**src/rtl/shadow_copy_sequencer.sv**
```systemverilog
// rtl/shadow_copy_sequencer.sv - copies ROM[START_ADDR..END_ADDR] into RAM while holding the CPU in reset.
// Optional read-back verify is compiled in with SHADOW_VERIFY_EN.
module shadow_copy_sequencer #(
  parameter logic [15:0] START_ADDR = 16'h0000,
  parameter logic [15:0] END_ADDR   = 16'h7FFF
) (
  input  logic        CopyClock,
  input  logic        Reset,
  input  logic        Start,
  output logic [15:0] Addr,
  input  logic [7:0]  RomData,
  output logic        RomOE,
  output logic [7:0]  RamData,
  output logic        RamWE,
  input  logic [7:0]  RamRdData,
  output logic        RamOE,
  output logic        ResetReq,
  output logic        Done,
  output logic        VerifyErr
);

`ifdef SHADOW_VERIFY_EN
  typedef enum logic [2:0] {INIT, READ, WRITE, VERIFY, DONE} state_t;
`else
  typedef enum logic [2:0] {INIT, READ, WRITE, DONE} state_t;
`endif

  state_t      state, state_nxt;
  logic [15:0] ptr;
  logic [7:0]  dreg;
  logic        last_byte;

  // Compare before incrementing so END_ADDR=16'hFFFF never wraps.
  assign last_byte = (ptr == END_ADDR);

`ifdef SHADOW_VERIFY_EN
  logic verr;
  assign VerifyErr = verr & ~Reset;
`else
  logic unused_rd_data;
  assign unused_rd_data = ^RamRdData;
  assign VerifyErr      = 1'b0;
`endif

  always_ff @(posedge CopyClock) begin
    if (Reset) begin
      state <= INIT;
      ptr   <= START_ADDR;
      dreg  <= 8'h00;
`ifdef SHADOW_VERIFY_EN
      verr  <= 1'b0;
`endif
    end else begin
      state <= state_nxt;
      case (state)
        INIT:  ptr  <= START_ADDR;
        READ:  dreg <= RomData;
`ifdef SHADOW_VERIFY_EN
        VERIFY: begin
          if (RamRdData != dreg) verr <= 1'b1;
          if (!last_byte) ptr <= ptr + 16'd1;
        end
`else
        WRITE: if (!last_byte) ptr <= ptr + 16'd1;
`endif
        DONE: if (Start) begin
          ptr <= START_ADDR;
`ifdef SHADOW_VERIFY_EN
          verr <= 1'b0;
`endif
        end
        default: ;
      endcase
    end
  end

  always_comb begin
    state_nxt = state;
    Addr      = ptr;
    RamData   = dreg;
    RomOE     = 1'b0;
    RamWE     = 1'b0;
    RamOE     = 1'b0;
    ResetReq  = 1'b1;
    Done      = 1'b0;
    case (state)
      INIT: state_nxt = READ;
      READ: begin
        RomOE     = 1'b1;
        state_nxt = WRITE;
      end
      WRITE: begin
        RamWE = 1'b1;
`ifdef SHADOW_VERIFY_EN
        state_nxt = VERIFY;
`else
        state_nxt = last_byte ? DONE : READ;
`endif
      end
`ifdef SHADOW_VERIFY_EN
      VERIFY: begin
        RamOE     = 1'b1;
        state_nxt = last_byte ? DONE : READ;
      end
`endif
      DONE: begin
        ResetReq = 1'b0;
        Done     = 1'b1;
        if (Start) state_nxt = READ;
      end
      default: state_nxt = INIT;
    endcase
    // Reset masks the outputs in the same cycle so an in-flight write is dropped.
    if (Reset) begin
      state_nxt = INIT;
      Addr      = START_ADDR;
      RamData   = 8'h00;
      RomOE     = 1'b0;
      RamWE     = 1'b0;
      RamOE     = 1'b0;
      ResetReq  = 1'b1;
      Done      = 1'b0;
    end
  end

endmodule

```
**config.mk**
```make
export PLATFORM = sky130hd
export DESIGN_NAME = shadow_copy_sequencer
export DESIGN_NICKNAME = d
export VERILOG_FILES = /design/src/rtl/shadow_copy_sequencer.sv
export SDC_FILE = /design/constraint.sdc
export NUM_CORES = 1
export LEC_CHECK = 0
export BUFFER_PORTS_ARGS = -buffer_cell sky130_fd_sc_hd__buf_2
export CAP_MARGIN = 10
export CORE_ASPECT_RATIO = 0.75
export CORE_MARGIN = 2
export CORE_UTILIZATION = 40
export CTS_CLUSTER_SIZE = 25
export DETAILED_ROUTE_END_ITERATION = 7
export PLACE_DENSITY = 0.69
export SETUP_SLACK_MARGIN = 0.05
export SYNTH_ARGS = -nofsm -noshare
export SYNTH_HDL_FRONTEND = slang
export SYNTH_SLANG_ARGS = --single-unit
```
**constraint.sdc**
```tcl
create_clock -name CopyClock -period 2.6 [get_ports CopyClock]
set_input_delay 0.52 -clock CopyClock [delete_from_list [all_inputs] [get_ports CopyClock]]
set_output_delay 0.52 -clock CopyClock [all_outputs]
set_load 0.02 [all_outputs]
```
======== After elaboration in Yosys (flattened, before gate mapping) ========
Cells that the tools add are included.
word-level totals
  register bits after elaboration ......... 27
  bits in latches ......................... 0
  memory bits (writable) .................. 0
  ROM bits ................................ 0
  word-level logic and storage cells ...... 29
  memories ................................ 0
cells by class
  $add $sub $neg .......................... 1
  multipliers ............................. 0
  divide/modulo/power cells ............... 0
  magnitude comparators ................... 0
  eq/ne operators ......................... 6
  shifts and indexed selects .............. 0
  muxes and demuxes ....................... 16
  bitwise gates (word level) .............. 0
  reductions and logical operators ........ 3
operator list
  operator                 count
  $mux W16                 3
  $pmux W16 S3             1
  $add A16 B1 Y16 const B  1
  $eq A16 B15 Y1 const B   1
  $pmux W3 S4              1
  $mux W1                  8
  $mux W8                  1
  $eq A3 B2 Y1 const B     2
  $ne A2 B2 Y1 const B     2
  $eq A3 B1 Y1 const B     1
  $logic_not A3 Y1         1
  $mux W3                  1
  $reduce_and A3 Y1        1
  $reduce_bool A3 Y1       1
  $mux W2                  1

======== Longest topological paths before layout ========
  depth in word-level cells ............... 3
  depth in mapped cells ................... 8
  depth with buffers taken out ............ 8

======== Worst setup path after synthesis ========
OpenSTA, ideal clock, no wires.
  path kind ............................... in2out
  start point ............................. input Reset
  end point ............................... output RomOE
  data arrival time ....................... 1.633 ns
  data required time ...................... 2.080 ns
  slack ................................... 0.447 ns
  stages on the path ...................... 2
  cell sequence ........................... clkbuf_1 nor3b_1
between the ends
  longest elaborated chain between the ends .. 1
RTL lines
  element          line  source
  start, declared  8     input logic Reset,
  $mux W1          114   if (Reset) begin
  end, declared    12    output logic RomOE,
No other way between the ends.

======== Worst setup path after layout ========
  start point ............................. register ptr[0]
  end point ............................... register ptr[8]
between the ends
  longest elaborated chain between the ends .. 3
  elaborated cells on any way between the ends .. 6
  those cells by class .................... 1 x add/sub; 2 x eq/ne; 2 x mux; 1 x reduce/logical
RTL lines
  element                                                   line    source
  start, declared                                           29      logic [15:0] ptr;
  start signal, assigned                                    64      WRITE: if (!last_byte) ptr <= ptr + 16'd1;
  $add A16 B1 Y16 / $eq A16 B15 Y1 (equally long branches)  64, 34
  $mux W16 / $ne A2 B2 Y1 (equally long branches)           --
  $pmux W16 S3 / $reduce_and A3 Y1 (equally long branches)  --
Parallel ways exist; a longest one is shown, timed or not. The select of a mux whose other input is x is not followed.
A chain may end at the register's enable or synchronous reset.

==> out/results.tsv <==
stage	metric	value	unit
status	status	completed	
synth	share of the synthesized area in the top cell type	38.4	%
floorplan	I/O pin count	49	
clocking	CTS H-tree depth	1	
clocking	root buffer cell	clkbuf_8	
clocking	clock slew seen by the registers of the worst setup and hold paths	0.09	ns
setup_path	CP Class	reg2reg	
setup_path	Worst path slowest cell	or4_4	
floorplan	full die area	3880	µm²
clocking	CTS tree	yes	
sta	setup tns final	0	ns
routing	WL per Instance	13.2	µm
synth	FFs w/ async S/R, synth	0	%
place	Port Buffers	38	
synth	top cells by area, synth	dfxtp_1 38%, nor2b_1 9.7%, a22o_1 5.2%	
synth	prevailing post-synth register cell	dfxtp_1	
place	pre-CTS setup slack	0.398	ns
routing	total wire length	3180	µm
synth	cell area after synthesis	1360	µm²
hold_path	worst hold path startpoint	RomData[5]	
layout	share of layout cells above drive strength 1	27.4	%
sta	slew margin rel.	54.3	%
sta	RSZ-0062 raised after global routing	false	
routing	Detail Route Antenna Nets	0	
layout	most frequent cells in the layout	38 x buf_2, 26 x dfxtp_1, 21 x nor2b_1, 12 x nor2_1, 12 x a21oi_1	
setup_path	Critical Path Start Type	register	
clocking	Worst-Skew Late Latency	0.27	ns
place	GP Congestion	0.813	
floorplan	Core Footprint	3270	µm²
setup_path	Crit. End Element	register	
clocking	CTS resizes	0	
synth	synthesized flop and latch total	26	
setup_path	Worst path max stage delay	0.63	ns
sta	final hold slack	0.458	ns
clocking	Hold Buf Count CTS	0	
synth	Seq/Total Area, Yosys	38.4	%
floorplan	Die Span Y	54.4	µm
layout	# diodes	0	
layout	# nets final	222	
synth	Post-synth EDFFs	0	
synth	Yosys warning count	0	
setup_path	critical path startpoint	ptr[0]	
sta	# setup viols final	0	
power	Worst IR Drop VDD	0.282	mV
power	Leak	0.703	nW
job	Max-cap violations	0	
global_route	first-pass GRT wire length	4920	µm
synth	Yosys top cell by area	dfxtp_1	
global_route	vias in the first global route	978	
layout	design area	1640	µm²
routing	initial drt markers	52	
setup_path	Worst EP arrival	2.43	ns
routing	vias per cell	5.26	
floorplan	starting density of the core	41.5	%
power	Power Total	0.000778	W
synth	average size of a mapped cell	8.32	µm²
setup_path	CP max FO	8	
global_route	largest net degree at the start of global routing	21	
floorplan	row cnt	18	
layout	area grow syn2layout	20.9	%
clocking	Bufs on Longest Clock Path	2	
layout	commonest non-fill, non-tap cell in the layout	buf_2	
sta	Final Hold Viols	0	
global_route	antenna violations before repair	0	
hold_path	Hold Crit Class	in2reg	
setup_path	r2r startpoint	ptr[0]	
sta	Slew Viols, Final	0	
clocking	Post-CTS Setup Bufs	0	
global_route	gr usage total	16.5	%
routing	# DRC	0	
place	DP Area	1590	µm²
place	DP Wirelength	2340	µm
synth	Yosys cell types	43	
clocking	CTS sink cnt	26	
global_route	grt total ovfl	0	
routing	first drt pass iteration count	4	
synth	Post-Synthesis Cells	163	
power	PD cells	474	nW/µm²
sta	Fmax	444	MHz
sta	Slew @ Worst Pin	0.686	ns
clocking	CTS buffer count	3	
sta	setup ws final	0.350	ns
setup_path	critical path, cell by cell	ha_1, nand4_2, or4_4, o21ai_4, nand2b_4, inv_4, o21ai_1, o31ai_1	
sta	period utilization	86.5	%
setup_path	Worst EP required	2.78	ns
sta	post-route minimum period	2.25	ns
floorplan	Die X	71.2	µm
sta	skew final	0.00467	ns
routing	vias	1267	
==> metal layers <==
layer | wire (µm) | up-vias | track usage (%)
met3 | 167 | 0 | 4.97
met5 | 0 | - | 0
li1 | - | 666 | -
met2 | 1310 | 24 | 22.1
met1 | 1700 | 577 | 25.7
met4 | 0 | 0 | 2.83
==> worst max-delay path: cells and delay by family (launching register included) <==
kind                     cells  cell delay (ns)
AO/OA/AOI/OAI                3             0.41
flip-flops                   1             0.43
adder cells (fa/ha/maj)      1             0.28
buffers and inverters        1             0.11
AND/OR/NAND/NOR              3             0.94
==> path summary, 6_finish.rpt <==
path / end / slack (ns) / cells past startpoint
max reg2reg: ptr[8] / 0.35 / 8
min reg2reg: dreg[1] / 0.48 / 1
max: ptr[8] / 0.35 / 8
min: dreg[5] / 0.46 / 2
==> synthesized netlist by cell type, types with 3 or more instances <==
library cell and count:
nor2b_1 21, o21ai_1 10, nand3_1 5, a31oi_1 6, nor2_1 12, a22o_1 8
dfxtp_1 26, o31ai_1 3, a21oi_1 12, clkbuf_1 6, inv_1 6, nand2_1 11
==> sequential cells by signal, summed over array words and instances (netlist names) <==
name	flops
ptr	16
state	2
dreg	8
==> layout make-up <==
cell class	count	area, µm²
fillers	314	1630
flip-flops and latches	26	520
multi-input cells	122	769
repair buffers	41	213
inverters	8	32.5
well taps	40	50.0
clock buffers	4	55.1
==> metrics by stage <==
stage | instances | util, %
3_5_place_dp | 237 | 48.5
3_3_place_gp | 237 | 48.5
2_1_floorplan | 164 | -
5_1_grt | 241 | 50.2
6_report | 241 | 50.2
4_1_cts | 241 | 50.2
==> logic make-up after synthesis <==
group,synth area share (%)
and+or+nand+nor,31.3
AOI/OAI and AO/OA,24.0
DFF,38.4
buffers and inverters,5.17
adders and majority gates,0.922
other,0.276
==> power by group <==
group / internal, W / total [W] / switching (W) / leakage, nW
logic: 0.0000355 / 0.0000942 / 0.0000587 / 0.463
registers: 0.000412 / 0.000423 / 0.0000111 / 0.211
clock network: 0.000135 / 0.000261 / 0.000125 / 0.0288
No activity file was read; power rests on OpenSTA's default activity.
